===== src/rtl/arb2x1_stage.sv =====
// -----------------------------------------------------------------------------
// arb2x1_stage
//
// Two-source round-robin arbitration stage with a one-entry holding slot per
// source and a registered output. Each source hands an operand into its own
// slot. The output register takes the next operand from a full slot whenever
// it is empty or being consumed. When both slots are full, the source that did
// not win last time is chosen, so two busy sources strictly alternate.
//
// Ports
//   Clk      : single clock, all state updates on the rising edge
//   Rst      : asynchronous reset, active-low
//   a_data   : source A operand            (DATAWIDTH)
//   a_valid  : source A offers a_data
//   a_ready  : slot A empty (registered, no input-to-ready path)
//   b_data   : source B operand            (DATAWIDTH)
//   b_valid  : source B offers b_data
//   b_ready  : slot B empty (registered, no input-to-ready path)
//   d        : registered selected operand (DATAWIDTH)
//   d_valid  : d holds an unconsumed result
//   d_ready  : consumer accepts d
//   sel      : registered source tag of d, 1 = A, 0 = B
// -----------------------------------------------------------------------------
module arb2x1_stage #(
    parameter int DATAWIDTH = 64
) (
    input  logic                 Clk,
    input  logic                 Rst,
    input  logic [DATAWIDTH-1:0] a_data,
    input  logic                 a_valid,
    output logic                 a_ready,
    input  logic [DATAWIDTH-1:0] b_data,
    input  logic                 b_valid,
    output logic                 b_ready,
    output logic [DATAWIDTH-1:0] d,
    output logic                 d_valid,
    input  logic                 d_ready,
    output logic                 sel
);

    // Slot state (stage p0)
    logic                 full_a_p0;
    logic                 full_b_p0;
    logic [DATAWIDTH-1:0] slot_a_p0;
    logic [DATAWIDTH-1:0] slot_b_p0;
    // 1 when A won the most recent grant; reset to B so A wins the first tie
    logic                 last_grant_a;

    // Output register (stage p1)
    logic [DATAWIDTH-1:0] d_p1;
    logic                 vld_p1;
    logic                 sel_p1;

    logic                 acc_a;
    logic                 acc_b;
    logic                 load;
    logic                 grant_a;

    // Round-robin pick: a lone full slot wins outright; on a tie the source
    // that lost last time wins.
    function automatic logic pick_a(input logic fa, input logic fb, input logic last_a);
        return fa && (!fb || !last_a);
    endfunction

    assign a_ready = !full_a_p0;
    assign b_ready = !full_b_p0;

    assign acc_a   = a_valid && !full_a_p0;
    assign acc_b   = b_valid && !full_b_p0;
    assign load    = (!vld_p1 || d_ready) && (full_a_p0 || full_b_p0);
    assign grant_a = pick_a(full_a_p0, full_b_p0, last_grant_a);

    // ---- stage p0: slot capture ----
    // Slot payloads are meaningless while the full flag is clear, so they are
    // not reset.
    always_ff @(posedge Clk) begin
        if (acc_a) slot_a_p0 <= a_data;
        if (acc_b) slot_b_p0 <= b_data;
    end

    // A slot cannot be accepted into and granted on the same edge: accept
    // needs it empty, grant needs it full.
    always_ff @(posedge Clk or negedge Rst) begin
        if (!Rst) begin
            full_a_p0    <= 1'b0;
            full_b_p0    <= 1'b0;
            last_grant_a <= 1'b0;
        end else begin
            if (acc_a)
                full_a_p0 <= 1'b1;
            else if (load && grant_a)
                full_a_p0 <= 1'b0;

            if (acc_b)
                full_b_p0 <= 1'b1;
            else if (load && !grant_a)
                full_b_p0 <= 1'b0;

            if (load)
                last_grant_a <= grant_a;
        end
    end

    // ---- stage p1: output register ----
    // d and sel are cleared on reset so a flushed stage presents a known value.
    always_ff @(posedge Clk or negedge Rst) begin
        if (!Rst) begin
            d_p1   <= '0;
            sel_p1 <= 1'b0;
            vld_p1 <= 1'b0;
        end else if (load) begin
            d_p1   <= grant_a ? slot_a_p0 : slot_b_p0;
            sel_p1 <= grant_a;
            vld_p1 <= 1'b1;
        end else if (d_ready) begin
            // Consumed with nothing to replace it; d and sel keep last values.
            vld_p1 <= 1'b0;
        end
    end

    assign d       = d_p1;
    assign d_valid = vld_p1;
    assign sel     = sel_p1;

endmodule


===== config.mk =====
export PLATFORM = sky130hd
export DESIGN_NAME = arb2x1_stage
export DESIGN_NICKNAME = d
export VERILOG_FILES = /design/src/rtl/arb2x1_stage.sv
export SDC_FILE = /design/constraint.sdc
export NUM_CORES = 1
export LEC_CHECK = 0
export ABC_CLOCK_PERIOD_IN_PS = 4300
export CORE_ASPECT_RATIO = 0.6
export CORE_MARGIN = 2
export CORE_UTILIZATION = 47
export DETAILED_ROUTE_END_ITERATION = 12
export PLACE_DENSITY = 0.82
export SYNTH_ARGS = -nofsm -noshare
export SYNTH_HDL_FRONTEND = slang
export SYNTH_SLANG_ARGS = --single-unit
export TNS_END_PERCENT = 30

===== constraint.sdc =====
create_clock -name Clk -period 4.3 [get_ports Clk]
set_clock_uncertainty 0.05 [all_clocks]
set_input_delay 0.86 -clock Clk [delete_from_list [all_inputs] [get_ports Clk]]
set_output_delay 0.86 -clock Clk [all_outputs]
set_load 0.005 [all_outputs]

==> metrics <==
status=completed; Synth top cells by count=edfxtp_1, dfrtp_1, a221o_1, a21boi_0, buf_6; Final HPWL DP=11000 microns; row count=34; period utilization=0.611; DP Worst Slack=1.24 ns; initial antenna violation count=0; most frequent cell after synthesis=edfxtp_1; clock power share=0.250; Post-Synthesis Cells=368; Clk Latency, worst-skew pair=0.43 ns; largest family of logic cells by synthesized area=compound AO/OA/AOI/OAI gates; Critical Path Sink Type=flop; Yosys cell types=20; CP max FO=37; setup TNS=0 ns; drt total wl=16900 microns; slowest stage cell, crit path=o211a_2; Post-synth EDFFs=128; Synth Area in Simple Gates=0.00953; CTS tree=built; CTS sink count=196; layout cell share with drive strength beyond 1=0.0796; hold_buf cts=0; Max VDD drop=0.000292 V; Seq/Total Area, Yosys=0.797; Starting Density=0.481; vias post-DR=4355; CP Data Arrival Time=2.94 ns; root buffer cell=clkbuf_16; Yosys top cell area share=0.552; Slew headroom=0.213; Fmax=381 MHz; PD cells=650 nW/um^2; DR pass1 iterations=5; worst-case clock buffer depth=2; Syn-to-layout area delta=39.0%; GRT Overall Usage=0.221; overall die area=15800 sq um; core box area=14500 sq um; drt drc=0; vias in the first global route=4600; Setup crit start kind=input port; Post-Syn Nets=501; Main synth FF type=edfxtp_1; leak pwr=3.54 nW; Tmin final=2.63 ns; grt ovf=0; Post-Syn Area=6960 sq um; mux contribution to synthesized area=0; Synth Area per Inst=18.9 sq um; Warnings, synthesis=0; P_int=4.47 mW; Die Ht=98.3 microns; first-pass GRT wire length=26000 microns; nets=698; Final Hold Fails=0; post_cts resized=0; largest cells by area after synthesis=edfxtp_1, dfrtp_1, a221o_1; Wirelength per Cell=21.8 microns; Crit Path Category=input port to flop; max-cap violations=0; Worst-Margin Slew=1.18 ns; Comb pwr share=0.295; Die X=161 microns; DRT iter0 DRCs=336; Seq pwr share=0.455; RSZ-0062 raised after global routing=no; Clk pin slew, worst setup/hold paths=0.08 ns; number of cells on the worst reg-to-reg path=3; antenna-violating nets left=0; worst path cell trace=clkdlybuf4s50_1 > nand2b_4 > o211a_2 > buf_4 > a221o_1; CP required=4.61 ns; async set-reset flop share out of synthesis=0.347; largest net degree at the start of global routing=69; Synth area leader=edfxtp_1; Synth Area in Compound Gates=0.164; switching share of power=0.290; port bufs=200; Post-CTS Setup Repair Bufs=0; post-route setup slack=1.67 ns; XOR/XNOR Fraction of Synth Area=0; htree depth=4; post-synthesis adder-cell area fraction=0; GP Congestion=0.862; DR vias/cell=5.60; hold path cells=1; Num CTS Buffers=17; Ports=201; #FFs+latches synth=196; CP peak stage delay=0.73 ns; final hold slack=0.421 ns; worst hold path type=flop to flop; P_sw=1.82 mW; final max-slew violation count=0; Final Setup Violations=0
worst max-delay path, delay by kind of cell:
kind	cells	cell delay, ns
AOI/OAI and AO/OA	2	0.96
and+or+nand+nor	1	0.14
buffers and inverters	2	0.94
logic make-up after synthesis:
group	count (synthesis)
AOI/OAI and AO/OA	130
buffers and inverters	30
and+or+nand+nor	12
DFF	196
metal layers:
| metal | part of all wire | GRT usage | up-vias |
|---|---|---|---|
| met5 | 0 | 0 | - |
| met4 | 0.011 | 0.0714 | 0 |
| met3 | 0.096 | 0.0675 | 18 |
| met2 | 0.45 | 0.336 | 244 |
| met1 | 0.44 | 0.310 | 2202 |
| li1 | - | - | 1891 |
cell usage in the layout (no fill, tap or decap):
cell and instances:
dfrtp_1 68, nor2b_4 2, buf_4 6, buf_12 1, edfxtp_1 128, inv_6 6, inv_1 1, inv_2 1
inv_8 2, nand3_1 1, a21boi_1 10, a21o_1 1, a221o_1 64, nand2b_4 1, o211a_2 1, or2_2 1
clkbuf_16 17, nor2_1 4, bufinv_16 1, clkdlybuf4s50_1 199, clkinv_8 2, clkinv_2 2, diode_2 1, and3_2 1
clkinv_4 2, nand2_1 2, a21boi_0 54
stage by stage:
step / instance area [sq um] / util / instances / total power [mW]
detailed placement: 9080 / 0.628 / 744 / 4.75
finish: 9670 / 0.669 / 777 / 6.29
global placement: 9080 / 0.628 / 744 / 4.66
floorplan: 6960 / - / 368 / 3.75
global route: 9670 / 0.669 / 776 / 6.59
CTS: 9670 / 0.669 / 776 / 6.33
area by class of cell:
| cell class | count | area (sq um) |
|---|---|---|
| clock buffer | 17 | 425 |
| multi-input combinational | 142 | 1220 |
| timing repair buffer | 206 | 2060 |
| clock inverter | 15 | 165 |
| sequential | 196 | 5550 |
| antenna | 1 | 2.50 |
| inverter | 2 | 7.51 |
| fill | 984 | 4790 |
| tap | 198 | 248 |
power groups by stage:
| stage | logic, mW | clock network (mW) | registers, mW |
|---|---|---|---|
| final | 1.85 | 1.57 | 2.86 |
| after global routing | 2.01 | 1.67 | 2.92 |
| after CTS | 1.87 | 1.59 | 2.86 |
| after detailed placement | 1.86 | 0 | 2.88 |
| after global placement | 1.79 | 0 | 2.87 |
| after floorplan | 0.902 | 0 | 2.85 |
final timing paths:
| kind | start | end | slack (ns) |
|---|---|---|---|
| setup / recovery | d_ready | d[16]$_DFFE_PN0P_ | 1.67 |
| hold / removal | slot_a_p0[7]$_DFFE_PP_ | d[7]$_DFFE_PN0P_ | 0.42 |
| setup reg to reg | full_a_p0$_DFFE_PN0P_ | d[61]$_DFFE_PN0P_ | 2.02 |
| hold reg to reg | slot_a_p0[7]$_DFFE_PP_ | d[7]$_DFFE_PN0P_ | 0.42 |
| max in group asynchronous | Rst | last_grant_a$_DFFE_PN0P_ | 3.09 |
| min in group asynchronous | Rst | d[32]$_DFFE_PN0P_ | 0.51 |
state kept, by name (all words and copies together), names as in the netlist:
name / flops
d: 64
d_valid: 1
full_a_p0: 1
full_b_p0: 1
last_grant_a: 1
slot_a_p0: 64
slot_b_p0: 64
(Power assumes the default switching activity.)
